$ cat config.mk
export PLATFORM = sky130hd
export DESIGN_NAME = full_adder
export DESIGN_NICKNAME = d
export VERILOG_FILES = /design/src/rtl/adder_pkg.sv /design/src/rtl/full_adder_bit.sv /design/src/rtl/full_adder.sv
export SDC_FILE = /design/constraint.sdc
export NUM_CORES = 1
export LEC_CHECK = 0
export BUFFER_PORTS_ARGS = -buffer_cell sky130_fd_sc_hd__buf_2
export CORE_AREA = 10 10 47 49
export DETAILED_ROUTE_END_ITERATION = 16
export DIE_AREA = 0 0 57 59
export PLACE_DENSITY_LB_ADDON = 0.15
export REMOVE_ABC_BUFFERS = 1
export SYNTH_ARGS = -nofsm -noshare
export SYNTH_HDL_FRONTEND = slang
export SYNTH_SLANG_ARGS = --single-unit
$ cat constraint.sdc
create_clock -name clk -period 1.88 [get_ports clk]
set_input_delay 0.094 -clock clk [delete_from_list [all_inputs] [get_ports clk]]
set_output_delay 0.094 -clock clk [all_outputs]
set_load 0.1 [all_outputs]
$ cat src/rtl/adder_pkg.sv
// Shared constants for the ripple-carry adder family.
//   ADDER_MAX_WIDTH : widest operand the adder accepts.
package adder_pkg;

    localparam int unsigned ADDER_MAX_WIDTH = 64;

endpackage : adder_pkg

$ cat src/rtl/full_adder_bit.sv
// One-bit full-adder cell, purely combinational.
// Ports:
//   a, b  : operand bits
//   cin   : carry in
//   s     : sum bit
//   cout  : carry out
module full_adder_bit (
    input  logic a,
    input  logic b,
    input  logic cin,
    output logic s,
    output logic cout
);

    logic p;

    // p is the propagate term; it is shared by the sum and the carry.
    assign p    = a ^ b;
    assign s    = p ^ cin;
    assign cout = (a & b) | (cin & p);

endmodule : full_adder_bit

$ cat src/rtl/full_adder.sv
// WIDTH-bit ripple-carry adder: {Cout, S} = A + B + Cin.
// With REG_OUT=1 the results and valid are registered (1-cycle latency).
// With REG_OUT=0 the outputs are combinational and clk/rst_n are unused.
// Ports:
//   clk       : rising-edge clock
//   rst_n     : asynchronous active-low reset
//   in_valid  : A/B/Cin qualify this cycle
//   A, B      : operands
//   Cin       : carry into bit 0
//   out_valid : S/Cout hold a valid result
//   S         : sum
//   Cout      : carry out of the top bit
module full_adder
    import adder_pkg::*;
#(
    parameter int unsigned WIDTH   = 1,
    parameter bit          REG_OUT = 1'b1
) (
    input  logic             clk,
    input  logic             rst_n,
    input  logic             in_valid,
    input  logic [WIDTH-1:0] A,
    input  logic [WIDTH-1:0] B,
    input  logic             Cin,
    output logic             out_valid,
    output logic [WIDTH-1:0] S,
    output logic             Cout
);

    if (WIDTH < 1 || WIDTH > ADDER_MAX_WIDTH) begin : g_bad_width
        $error("full_adder: WIDTH=%0d outside 1..%0d", WIDTH, ADDER_MAX_WIDTH);
    end

    logic [WIDTH:0]   c;
    logic [WIDTH-1:0] sum;

    assign c[0] = Cin;

    for (genvar i = 0; i < WIDTH; i++) begin : g_bit
        full_adder_bit u_bit (
            .a    (A[i]),
            .b    (B[i]),
            .cin  (c[i]),
            .s    (sum[i]),
            .cout (c[i+1])
        );
    end

    if (REG_OUT) begin : g_reg
        logic [WIDTH-1:0] s_q;
        logic             cout_q;
        logic             valid_q;

        // Result only loads on a valid beat so the last sum is held while idle.
        always_ff @(posedge clk or negedge rst_n) begin
            if (!rst_n) begin
                s_q     <= '0;
                cout_q  <= 1'b0;
                valid_q <= 1'b0;
            end else begin
                valid_q <= in_valid;
                if (in_valid) begin
                    s_q    <= sum;
                    cout_q <= c[WIDTH];
                end
            end
        end

        assign S         = s_q;
        assign Cout      = cout_q;
        assign out_valid = valid_q;
    end else begin : g_comb
        logic unused_clk_rst;

        assign unused_clk_rst = clk ^ rst_n;
        assign S              = sum;
        assign Cout           = c[WIDTH];
        assign out_valid      = in_valid;
    end

endmodule : full_adder

==> impl_metrics.py, run 1 <==
metrics = {
    "status": {
        "status": "completed",
    },
    "route": {
        "wl_per_cell_um": 9.09,
        "routed_wl_um": 318,
        "num_vias": 96,
        "drc": 0,
        "drt-vias-per-instance": 2.74,
        "detail_route.first_pass.iterations": 1,
        "drt_iter0_markers": 0,
        "ant_nets": 0,
    },
    "pwr": {
        "clock_power_share_pct": 40.4,
        "irDropWorstVdd_mv": 0.333,
        "totalPowerFinal_uw": 277,
        "seqPwrFrac_pct": 27.7,
        "switching_share_pct": 38.7,
        "cellLeakagePower_uw": 0.000101,
        "cellPowerDensity_nw_per_um2": 1290,
        "p_comb_share_pct": 31.9,
        "switchingPower_uw": 107,
        "p_int_uw": 170,
    },
    "floorplan": {
        "fp.dieH_um": 59,
        "initial_utilization_pct": 8.39,
        "coreArea_um2": 1400,
        "dieWidth_um": 57,
        "dieArea_um2": 3360,
        "num_io_pins": 9,
        "rows": 14,
    },
    "synth": {
        "synthTopCellsByArea": "dfrtp_1 64%, mux2_2 19%, fa_1 17%",
        "synth_top_cell_area_share_pct": 63.8,
        "syn_inst": 6,
        "netlist_area_um2": 118,
        "synth_seq_area_share_pct": 63.8,
        "syn_avg_cell_area_um2": 19.6,
        "synth_top_area_cell": "dfrtp_1",
        "ys_ff_latch": 3,
        "synth.distinct_cells": 3,
        "yosysWarnings": 0,
    },
    "critical_path": {
        "critPathMaxFanout": 2,
        "cp_top_family": "buffers and inverters",
        "r2r_cells": 1,
        "critPathKind": "flop to output port",
        "crit_buf_inv": 1,
        "r2r_slack_ps": 1140,
        "cp-end-kind": "output port",
        "cp.required_ps": 1790,
        "slowest_delay_ps": 430,
        "startpoint_type": "flop",
        "timing.rr.start": "Cout$_DFFE_PN0P_",
        "r2r_end": "Cout$_DFFE_PN0P_",
        "cp.arrival_ps": 1000,
        "cp_slowest_cell": "buf_2",
        "path_cells": "buf_2",
    },
    "finish": {
        "n_fill_cell": 167,
        "final_common_cell": "buf_2",
        "final_cell_mix": "8 x buf_2, 3 x dfrtp_1, 3 x clkbuf_4, 2 x mux2_2",
        "area_growth_pct": 81.9,
        "regArea_um2": 75.1,
        "drive_gt1_share_pct": 68.4,
        "antenna_cells": 0,
        "multiInputGateArea_um2": 42.5,
        "final_nets": 27,
        "fin_area_um2": 214,
    },
    "clocking": {
        "clkLatencyLatePin_ps": 230,
        "clock-sinks": 3,
        "cts_tree": "built",
        "cts_max_path_buffers": 2,
        "numCtsBuffers": 3,
        "cts.htree.levels": 1,
        "clockRootBuffer": "clkbuf_4",
        "clkSlewWorstSetupHoldPaths_ps": 40,
        "cts_setup_buffers": 0,
    },
    "grt": {
        "grt_max_degree": 4,
        "first_global_vias": 105,
        "grt_use_total_pct": 2.51,
        "antenna_found_initial": 0,
        "grt_pass1_wl_um": 503,
        "overflow": 0,
    },
    "timing": {
        "worst_slew_pin_slew_ps": 491,
        "hold_ws_ps": 10.9,
        "relSlewSlack_pct": 67.5,
        "hold_viol_final": 0,
        "setup_viol": 0,
        "slew_violations": 0,
        "rsz0062_at_grt": "false",
        "fmax_mhz": 916,
        "fin_tns_setup_ps": 0,
        "fin_crit_sh_pct": 58.0,
        "skew_ps": 0,
        "post-route-min-period_ps": 1090,
    },
    "hold_path": {
        "hold_class": "input pin to flop",
        "holdPathStages": 1,
        "min_to": "out_valid$_DFF_PN0_",
        "hold_start": "in_valid",
    },
    "place": {
        "gp_congestion": 0.560,
        "io_buffers": 8,
        "dpl_cell_area_um2": 178,
    },
    "flow_run": {
        "maxCapViolCount": 0,
    },
}
[power groups by stage]
stage | combinational (µW) | clock, µW | sequential [µW]
floorplan | 8.57 | 0 | 138
global placement | 88.8 | 0 | 76.9
detailed placement | 87.5 | 0 | 77.7
CTS | 89.2 | 120 | 76.9
global route | 92.4 | 132 | 77.3
finish | 88.3 | 112 | 76.6
[state kept, by name, summed over array words and instances (netlist names)]
signal and flops:
Cout 1, S 1, out_valid 1
[cell families (layout without fill, tap and decap cells)]
group      after synthesis  after routing  share of synthesized area [%]
buf+inv                  0             13                              0
fa+ha+maj                1              1                           17.0
mux                      2              2                           19.1
flops                    3              3                           63.8
[cell usage after synthesis]
library cell,instances
dfrtp_1,3
mux2_2,2
fa_1,1
[timing repair]
| action | 4_1_cts | 5_1_grt |
|---|---|---|
| hold buffers | 1 | 0 |
| hold endpoints to repair | 3 | 0 |
| resized for setup | 0 | 0 |
[cell type report]
class	count	area share (%)
Sequential cell	3	35.1
Multi-Input combinational cell	3	19.9
Tap cell	16	9.36
Clock buffer	4	12.3
Timing Repair Buffer	9	23.4
[per-layer routing]
layer  vias up  routed length [µm]  part of all wire [%]  track usage [%]
met5         -                   0                     0                0
met4         0                   0                     0             2.01
met3         0                  61                    19             4.29
met2         8                 104                    33             1.86
met1        42                 152                    48             2.39
li1         46                   -                     -                -
[through the flow]
stage               util [%]  instances  setup WS (ps)
global route            15.3         35            738
detailed placement      12.7         30            834
global placement        12.7         30            822
finish                  15.3         35            789
CTS                     15.3         35            767
floorplan                  -          6            624
[worst max path at each step]
stage	from	endpoint	slack (ps)	cells past startpoint
2_1_floorplan	Cout$_DFFE_PN0P_	Cout$_DFFE_PN0P_	620	1
3_3_place_gp	A	S$_DFFE_PN0P_	820	3
3_5_place_dp	A	S$_DFFE_PN0P_	830	3
4_1_cts	Cout$_DFFE_PN0P_	Cout	770	1
5_1_grt	Cout$_DFFE_PN0P_	Cout	740	1
6_report	Cout$_DFFE_PN0P_	Cout	790	1
Note: power is estimated with default switching activity, not from simulation.
==> run 2, diff against run 1 <==
==> constraint.sdc (replaced) <==
create_clock -name clk -period 1.05 [get_ports clk]
set_input_delay 0.0525 -clock clk [delete_from_list [all_inputs] [get_ports clk]]
set_output_delay 0.0525 -clock clk [all_outputs]
set_load 0.1 [all_outputs]
==> run 2 against run 1 <==
Against the previous run:
- critical path depth increased by 2
- core utilization grew 3.9 points
- sequential share of layout area down 7.2 points
- final area grew 26%
- hold slack improved by 140 ps
- combinational power grew 140%
- clock power up 79%
- routed wire length rose by 7.5%
- clock skew unchanged
- largest power group is now combinational cells
- die area unchanged
- non-clock buffer count rose by 1
- via count rose by 3.1%
==> impl_metrics.py, run 2 (same netlist as run 1, synthesis figures left out) <==
metrics = {
    "pwr": {
        "cellLeakagePower_uw": 0.000121,
        "irDropWorstVdd_mv": 0.965,
        "cellPowerDensity_nw_per_um2": 2060,
    },
    "route": {
        "detail_route.first_pass.iterations": 2,
        "num_vias": 99,
        "wl_per_cell_um": 9.50,
        "drc": 0,
        "drt-vias-per-instance": 2.75,
        "routed_wl_um": 342,
        "drt_iter0_markers": 1,
        "ant_nets": 0,
    },
    "place": {
        "gp_congestion": 0.542,
        "pre_cts_ws_ps": 41.3,
        "dp.final_hpwl_um": 260,
        "io_buffers": 8,
    },
    "grt": {
        "overflow": 0,
        "grt_use_total_pct": 2.43,
        "antenna_found_initial": 0,
        "first_global_vias": 126,
        "grt_pass1_wl_um": 558,
        "grt_max_degree": 4,
    },
    "floorplan": {
        "fp.dieH_um": 59,
        "coreArea_um2": 1400,
        "dieWidth_um": 57,
        "num_io_pins": 9,
        "rows": 14,
        "dieArea_um2": 3360,
        "initial_utilization_pct": 8.39,
    },
    "finish": {
        "final_util_pct": 19.2,
        "area_growth_pct": 129,
        "drive_gt1_share_pct": 65.0,
        "final_nets": 28,
        "antenna_cells": 0,
        "final_common_cell": "buf_2",
        "final_cell_mix": "5 x buf_2, 3 x dfrtp_1, 3 x clkbuf_4, 3 x buf_12",
    },
    "clocking": {
        "cts_max_path_buffers": 2,
        "cts_setup_buffers": 0,
        "clock-sinks": 3,
        "cts.htree.levels": 1,
        "cts_tree": "built",
        "numCtsBuffers": 3,
        "clockRootBuffer": "clkbuf_4",
        "clkLatencyLatePin_ps": 230,
        "clkSlewWorstSetupHoldPaths_ps": 40,
    },
    "critical_path": {
        "cp.required_ps": 1160,
        "r2r_slack_ps": 260,
        "startpoint_type": "input pin",
        "timing.rr.start": "S$_DFFE_PN0P_",
        "critPathKind": "input pin to flop",
        "critPathMaxFanout": 3,
        "r2r_cells": 1,
        "path_cells": "dlygate4sd3_1 -> buf_2 -> mux2_2",
        "cp_top_family": "buffers and inverters",
        "cp-end-kind": "flop",
        "crit_buf_inv": 2,
        "r2r_end": "S$_DFFE_PN0P_",
        "cp.arrival_ps": 1050,
        "cp_slowest_cell": "dlygate4sd3_1",
        "slowest_delay_ps": 530,
    },
    "timing": {
        "slew_violations": 0,
        "hold_ws_ps": 149,
        "skew_ps": 0,
        "fin_crit_sh_pct": 89.2,
        "hold_viol_final": 0,
        "fmax_mhz": 1070,
        "worst_slew_pin_slew_ps": 135,
        "post-route-min-period_ps": 937,
        "setup_viol": 0,
        "relSlewSlack_pct": 91.0,
        "rsz0062_at_grt": "false",
        "layout_setup_ws_ps": 113,
    },
    "hold_path": {
        "hold_class": "input pin to asynchronous set/reset pin",
    },
    "status": {
        "status": "completed",
    },
    "flow_run": {
        "maxCapViolCount": 0,
    },
}
run 2: changes by cell type in the layout (fill, tap and decap cells not counted), sizes merged:
cell	delta
dlygate4sd3	+1
run 2: worst max path at each step:
stage	start	endpoint	cells past startpoint
CTS	in_valid	S$_DFFE_PN0P_	3
floorplan	Cout$_DFFE_PN0P_	Cout$_DFFE_PN0P_	1
global route	in_valid	S$_DFFE_PN0P_	3
global placement	A	S$_DFFE_PN0P_	3
detailed placement	A	S$_DFFE_PN0P_	3
finish	in_valid	S$_DFFE_PN0P_	3
run 2: where the power goes:
part | total, µW | internal [µW] | leakage, µW | switching (µW)
combinational | 208 | 79.3 | 0.0000713 | 128
clock | 201 | 142 | 0.0000150 | 58.6
sequential | 146 | 131 | 0.0000350 | 15.5
total | 555 | 353 | 0.000121 | 202
run 2: final cells by class:
type	instances	area, µm²
multi-input combinational	3	42.5
tap	16	20.0
sequential	3	75.1
fill	159	1130
timing repair buffer	10	105
clock buffer	4	26.3
run 2: through the flow:
stage               std cells  total power (µW)  cell area, µm²  setup TNS, ps
CTS                        36               573             269              0
global route               36               590             269              0
floorplan                   6               262             118           -412
global placement           30               352             223              0
finish                     36               555             269              0
detailed placement         30               351             223              0
run 2: repair_timing:
item | in CTS | in global routing
hold endpoints to repair | 4 | 0
resized for setup | 0 | 0
endpoints found under the setup margin | 0 | 0
hold buffers | 2 | 0
run 2: metal layers:
layer,global-route usage (%),wire length [µm]
met5,0,0
met3,4.94,72
met4,0,0
met2,2.64,127
met1,1.91,142
